<file path="src/rtl/vga_timing_pkg.sv">
// Shared raster-timing types, default 640x480@60 timing and total-length helper.
package vga_timing_pkg;

   typedef enum logic [1:0] {
      PH_ACTIVE = 2'd0,
      PH_FRONT  = 2'd1,
      PH_SYNC   = 2'd2,
      PH_BACK   = 2'd3
   } phase_e;

   localparam int unsigned DEF_H_ACTIVE = 640;
   localparam int unsigned DEF_H_FP     = 16;
   localparam int unsigned DEF_H_SYNC   = 96;
   localparam int unsigned DEF_H_BP     = 48;
   localparam int unsigned DEF_V_ACTIVE = 480;
   localparam int unsigned DEF_V_FP     = 10;
   localparam int unsigned DEF_V_SYNC   = 2;
   localparam int unsigned DEF_V_BP     = 33;
   localparam int unsigned DEF_CW       = 10;

   // Total period of one axis from its four interval lengths.
   function automatic int unsigned axis_total(input int unsigned active,
                                              input int unsigned fp,
                                              input int unsigned sync,
                                              input int unsigned bp);
      return active + fp + sync + bp;
   endfunction

endpackage

</file>
<file path="src/rtl/vga_axis_counter.sv">
// One raster axis: position counter plus ACTIVE/FRONT/SYNC/BACK phase FSM.
// wrap is combinational and flags the step that returns count to 0.
module vga_axis_counter
   import vga_timing_pkg::*;
#(
   parameter int unsigned ACTIVE = DEF_H_ACTIVE,
   parameter int unsigned FP     = DEF_H_FP,
   parameter int unsigned SYNC   = DEF_H_SYNC,
   parameter int unsigned BP     = DEF_H_BP,
   parameter int unsigned CW     = DEF_CW
) (
   input  logic          clk,
   input  logic          rst,
   input  logic          step,
   output logic [CW-1:0] count,
   output phase_e        phase,
   output logic          wrap
);

   localparam int unsigned TOTAL = axis_total(ACTIVE, FP, SYNC, BP);

   localparam logic [CW-1:0] END_ACTIVE = CW'(ACTIVE - 1);
   localparam logic [CW-1:0] END_FRONT  = CW'(ACTIVE + FP - 1);
   localparam logic [CW-1:0] END_SYNC   = CW'(ACTIVE + FP + SYNC - 1);
   localparam logic [CW-1:0] END_TOTAL  = CW'(TOTAL - 1);

   // Reject empty intervals and counters too narrow for the period.
   if (ACTIVE == 0 || FP == 0 || SYNC == 0 || BP == 0) begin : g_bad_length
      $fatal(1, "vga_axis_counter: interval lengths must be non-zero");
   end
   if (((TOTAL - 1) >> CW) != 0) begin : g_bad_width
      $fatal(1, "vga_axis_counter: CW too small for axis total");
   end

   phase_e        phase_nxt;
   logic [CW-1:0] count_nxt;
   logic          at_end;

   assign at_end = (count == END_TOTAL);
   assign wrap   = step && at_end;

   // Counter and phase register, advancing only on step.
   always_ff @(posedge clk) begin
      if (rst) begin
         count <= '0;
         phase <= PH_ACTIVE;
      end else if (step) begin
         count <= count_nxt;
         phase <= phase_nxt;
      end
   end

   // Next position and phase at interval boundaries.
   always_comb begin
      phase_nxt = phase;
      count_nxt = at_end ? '0 : count + CW'(1);
      case (phase)
         PH_ACTIVE: if (count == END_ACTIVE) phase_nxt = PH_FRONT;
         PH_FRONT:  if (count == END_FRONT)  phase_nxt = PH_SYNC;
         PH_SYNC:   if (count == END_SYNC)   phase_nxt = PH_BACK;
         PH_BACK:   if (at_end)              phase_nxt = PH_ACTIVE;
         default:   phase_nxt = PH_ACTIVE;
      endcase
   end

endmodule

</file>
<file path="src/rtl/vga_sync_gen.sv">
// VGA raster timing generator: registered hs/vs/de, position and line/frame
// start pulses, one cycle behind the internal counters.
// Optional colour-bar test pattern: define VGA_SYNC_GEN_TEST_PATTERN_EN.
module vga_sync_gen
   import vga_timing_pkg::*;
#(
   parameter int unsigned H_ACTIVE = DEF_H_ACTIVE,
   parameter int unsigned H_FP     = DEF_H_FP,
   parameter int unsigned H_SYNC   = DEF_H_SYNC,
   parameter int unsigned H_BP     = DEF_H_BP,
   parameter int unsigned V_ACTIVE = DEF_V_ACTIVE,
   parameter int unsigned V_FP     = DEF_V_FP,
   parameter int unsigned V_SYNC   = DEF_V_SYNC,
   parameter int unsigned V_BP     = DEF_V_BP,
   parameter bit          HS_POL   = 1'b0,
   parameter bit          VS_POL   = 1'b0,
   parameter int unsigned CW       = DEF_CW
) (
   input  logic          clk_pix,
   input  logic          rst,
   input  logic          en,
   output logic          hs,
   output logic          vs,
   output logic          de,
   output logic [CW-1:0] x,
   output logic [CW-1:0] y,
   output logic          sol,
   output logic          sof,
   output logic          vga_r,
   output logic          vga_g,
   output logic          vga_b
);

   logic [CW-1:0] h_cnt;
   logic [CW-1:0] v_cnt;
   phase_e        h_ph;
   phase_e        v_ph;
   logic          h_wrap;
   logic          v_wrap_unused;
   logic          v_step;
   logic          de_c;

   assign v_step = en && h_wrap;
   assign de_c   = (h_ph == PH_ACTIVE) && (v_ph == PH_ACTIVE);

   vga_axis_counter #(
      .ACTIVE (H_ACTIVE),
      .FP     (H_FP),
      .SYNC   (H_SYNC),
      .BP     (H_BP),
      .CW     (CW)
   ) u_h_axis (
      .clk   (clk_pix),
      .rst   (rst),
      .step  (en),
      .count (h_cnt),
      .phase (h_ph),
      .wrap  (h_wrap)
   );

   vga_axis_counter #(
      .ACTIVE (V_ACTIVE),
      .FP     (V_FP),
      .SYNC   (V_SYNC),
      .BP     (V_BP),
      .CW     (CW)
   ) u_v_axis (
      .clk   (clk_pix),
      .rst   (rst),
      .step  (v_step),
      .count (v_cnt),
      .phase (v_ph),
      .wrap  (v_wrap_unused)
   );

   // Register timing outputs from the current counter state; hold when stalled.
   always_ff @(posedge clk_pix) begin
      if (rst) begin
         hs  <= ~HS_POL;
         vs  <= ~VS_POL;
         de  <= 1'b0;
         x   <= '0;
         y   <= '0;
         sol <= 1'b0;
         sof <= 1'b0;
      end else if (en) begin
         hs  <= (h_ph == PH_SYNC) ? HS_POL : ~HS_POL;
         vs  <= (v_ph == PH_SYNC) ? VS_POL : ~VS_POL;
         de  <= de_c;
         x   <= h_cnt;
         y   <= v_cnt;
         sol <= (h_cnt == '0);
         sof <= (h_cnt == '0) && (v_cnt == '0);
      end
   end

`ifdef VGA_SYNC_GEN_TEST_PATTERN_EN
   localparam int unsigned BAR_W = (H_ACTIVE / 8 == 0) ? 1 : H_ACTIVE / 8;

   logic [2:0] bar_c;
   logic [2:0] rgb_q;

   assign bar_c = 3'(h_cnt / CW'(BAR_W));

   // Eight vertical bars, white at the left edge down to black; blank outside de.
   always_ff @(posedge clk_pix) begin
      if (rst) begin
         rgb_q <= 3'b000;
      end else if (en) begin
         rgb_q <= de_c ? ~bar_c : 3'b000;
      end
   end

   assign {vga_r, vga_g, vga_b} = rgb_q;
`else
   assign vga_r = 1'b0;
   assign vga_g = 1'b0;
   assign vga_b = 1'b0;
`endif

endmodule

</file>
<file path="config.mk">
export PLATFORM = sky130hd
export DESIGN_NAME = vga_sync_gen
export DESIGN_NICKNAME = d
export VERILOG_FILES = /design/src/rtl/vga_timing_pkg.sv /design/src/rtl/vga_axis_counter.sv /design/src/rtl/vga_sync_gen.sv
export SDC_FILE = /design/constraint.sdc
export NUM_CORES = 1
export LEC_CHECK = 0
export CORE_ASPECT_RATIO = 0.75
export CORE_MARGIN = 8
export CORE_UTILIZATION = 50
export DETAILED_ROUTE_END_ITERATION = 10
export HOLD_SLACK_MARGIN = 0.08
export PLACE_DENSITY = 0.73
export RECOVER_POWER = 100
export SETUP_SLACK_MARGIN = 0.4
export SKIP_CTS_REPAIR_TIMING = 1
export SLEW_MARGIN = 0
export SYNTH_ARGS = -nofsm -noshare
export SYNTH_HDL_FRONTEND = slang
export SYNTH_HIERARCHICAL = 1
export SYNTH_SLANG_ARGS = --single-unit
</file>
<file path="constraint.sdc">
create_clock -name clk_pix -period 3.4 [get_ports clk_pix]
set_input_delay 0.34 -clock clk_pix [delete_from_list [all_inputs] [get_ports clk_pix]]
set_output_delay 0.34 -clock clk_pix [all_outputs]
set_load 0.005 [all_outputs]
</file>
==> metrics.yaml <==
gp_congestion: 0.896
outcome: "complete, no violations"
synth_top_area_share: 0.394
clkTransAtPathRegs_ns: 0.09
portBuffers: 27
synth_edf_count: 0
ys_top_cells_by_area: "dfxtp_1 (39%), mux2i_1 (10%), nor2_1 (7.1%)"
holdPathEnd: "sol$_SDFFE_PP0P_"
reg2reg_from: "u_h_axis/count[0]$_SDFFE_PP0P_"
grt_overflow: 0
grt_pass1_wl_um: 8800
core_mm2: 0.00484
initial_core_util: 0.513
slowest_delay_ns: 0.49
finalSetupTns_ns: 0
cts_buffers: 5
rsz0062_at_grt: "no"
crit_path_end_kind: "flip-flop"
layout.nets: 305
fp.dieArea_mm2: 0.00751
avgSynthCellArea_um2: 9.46
cts_tree: "built"
syn_inst: 263
synth_top_area_cell: "dfxtp_1"
rows: 22
final_max_slew_viol_count: 0
holdPathStages: 2
finClkSkew_ns: 0.00710
worstPathCellList: "ha_1 -> and3_1 -> nand2_1 -> nor2_1 -> and2_0 -> nand2_1 -> or4_1 -> a2111oi_4 -> mux2i_1"
cts_root_buf: "clkbuf_8"
hp-class: "flip-flop to flip-flop"
ir_worst_vdd_v: 0.000227
synthTopCellsByCount: "dfxtp_1 (49), nor2_1 (47), mux2i_1 (26), ha_1 (14)"
netlist-cell-type-count: 50
clk_latency_ns: 0.30
hold_viol_final: 0
path_max_fanout: 10
dpl.hpwl_um: 3600
async_flop_share: 0
die_h_um: 77.1
viasPerCell: 5.29
critPathArrivalTime_ns: 3.08
crit_type: "flip-flop to flip-flop"
drtAntennaViolNets: 0
layout_setup_ws_ns: 0.550
maxCapViolCount: 0
diodes: 0
first_global_vias: 1784
finalSetupViolCount: 0
rrSetupSlack_ns: 0.55
antenna_found_initial: 0
power_density_mw_per_mm2: 344
leakage_nw: 1.10
first_pass_iters: 4
slowest_stage: "and2_0"
wl_per_cell_um: 14.4
cts.path.max_buffers: 2
fin_cells: 349
timing.critical_path.max_delay_family: "simple AND/OR/NAND/NOR gates"
cp_data_required_time_ns: 3.63
fin_crit_sh: 0.838
postSynthRegisterBits: 49
syn_to_final_growth_pct: 13.3
vias: 1847
drt_iter0_drc: 167
cpMostUsedCell: "nand2_1"
grt_max_degree: 39
start_kind: "flip-flop"
r2r_end: "u_v_axis/phase[0]$_SDFFE_PP0P_"
cts_sinks: 49
drive_gt1_frac: 0.0727
max_freq_ghz: 0.351
track_usage: 0.140
pre_cts_slack_ns: 0.771
placed_cells: 341
die_w_um: 97.4
yosysMostFrequentCell: "dfxtp_1"
maxSlewHeadroom: 0.427
critPathBufInv: 0
reg2regPathDepth: 9
drc_errors: 0
h-tree-depth: 2
yosys_warnings: 6
total_power_mw: 0.970
yosysSeqAreaShare: 0.394
drt_wl_total_um: 5040
syn_area_mm2: 0.00249
max_slew.worst_pin.slew_ns: 0.857
ys.flop_type: "dfxtp_1"
ioPinCount: 31
layout_min_cycle_time_ns: 2.85
hp-start: "sol$_SDFFE_PP0P_"
power by group:
| part | internal [mW] | switching, mW | leakage [nW] | total (mW) |
|---|---|---|---|---|
| clock | 0.142 | 0.190 | 0.0439 | 0.332 |
| sequential | 0.580 | 0.00670 | 0.396 | 0.587 |
| combinational | 0.0225 | 0.0285 | 0.664 | 0.0510 |
| total | 0.745 | 0.225 | 1.10 | 0.970 |
logic make-up after synthesis:
group                    Yosys count  share of synthesized area
AND/OR/NAND/NOR                  117                      0.253
flip-flops                        49                      0.394
multiplexers                      26                      0.105
buffers and inverters             22                     0.0573
XOR/XNOR                          18                     0.0634
AO/OA/AOI/OAI                     16                     0.0558
adder cells (fa/ha/maj)           14                     0.0704
other                              1                    0.00151
registers in the layout, summed over array words and instances, names as in the netlist:
name,cells
sof,1
vs,1
y,10
u_h_axis/count,10
sol,1
de,1
u_v_axis/phase,2
u_v_axis/count,10
u_h_axis/phase,2
hs,1
x,10
worst register-to-register path, delay by kind of cell, from the launching register on:
kind / cells / cell delay, ns
muxes: 1 / 0.22
DFF: 1 / 0.47
AOI/OAI and AO/OA: 1 / 0.38
adders and majority gates: 1 / 0.22
and+or+nand+nor: 6 / 1.50
layout by cell type, fill, tap and decap left out, types with 3 or more instances in the layout:
master and n:
conb_1 3, inv_1 9, xor2_1 8, nand2b_1 9, nand4_1 8, nor4_1 4
xnor2_1 10, dfxtp_1 49, nand3_1 8, o21bai_1 3, ha_1 14, nor2_1 47
mux2i_1 26, dlygate4sd3_1 26, nor3_1 6, clkbuf_8 5, nand2_1 10
final cells by class:
cell class                 instances  area [µm²]
tap                               60        75.1
inverter                           9        33.8
clock buffer                       5        68.8
timing repair buffer              29         277
sequential                        49         981
clock inverter                     3        17.5
multi-input combinational        194        1370
fill                             435        2030
worst max-delay path by stage:
| stage | to | cells after the start | from |
|---|---|---|---|
| after global routing | u_v_axis/phase[0]$_SDFFE_PP0P_ | 9 | u_h_axis/count[0]$_SDFFE_PP0P_ |
| final | u_v_axis/phase[0]$_SDFFE_PP0P_ | 9 | u_h_axis/count[0]$_SDFFE_PP0P_ |
| after detailed placement | u_v_axis/phase[0]$_SDFFE_PP0P_ | 9 | u_h_axis/count[0]$_SDFFE_PP0P_ |
| after CTS | u_v_axis/phase[0]$_SDFFE_PP0P_ | 9 | u_h_axis/count[0]$_SDFFE_PP0P_ |
| after floorplan | u_v_axis/phase[0]$_SDFFE_PP0P_ | 10 | u_h_axis/count[0]$_SDFFE_PP0P_ |
| after global placement | u_v_axis/phase[0]$_SDFFE_PP0P_ | 9 | u_h_axis/count[0]$_SDFFE_PP0P_ |
per-layer routing:
metal / global-route usage / part of all wire / vias to the layer above
met4: 0.0543 / 0.0093 / 0
met3: 0.0340 / 0.042 / 2
met2: 0.196 / 0.41 / 32
met1: 0.198 / 0.53 / 871
li1: - / - / 942
met5: 0 / 0 / -
metrics by stage:
stage / area (µm²) / hold slack [ns] / utilization
2_1_floorplan: 2490 / 0.442 / -
3_3_place_gp: 2740 / 0.459 / 0.566
3_5_place_dp: 2740 / 0.463 / 0.566
4_1_cts: 2830 / 0.478 / 0.584
5_1_grt: 2820 / 0.515 / 0.582
6_report: 2820 / 0.475 / 0.582
Power figures use the tool's default switching activity.
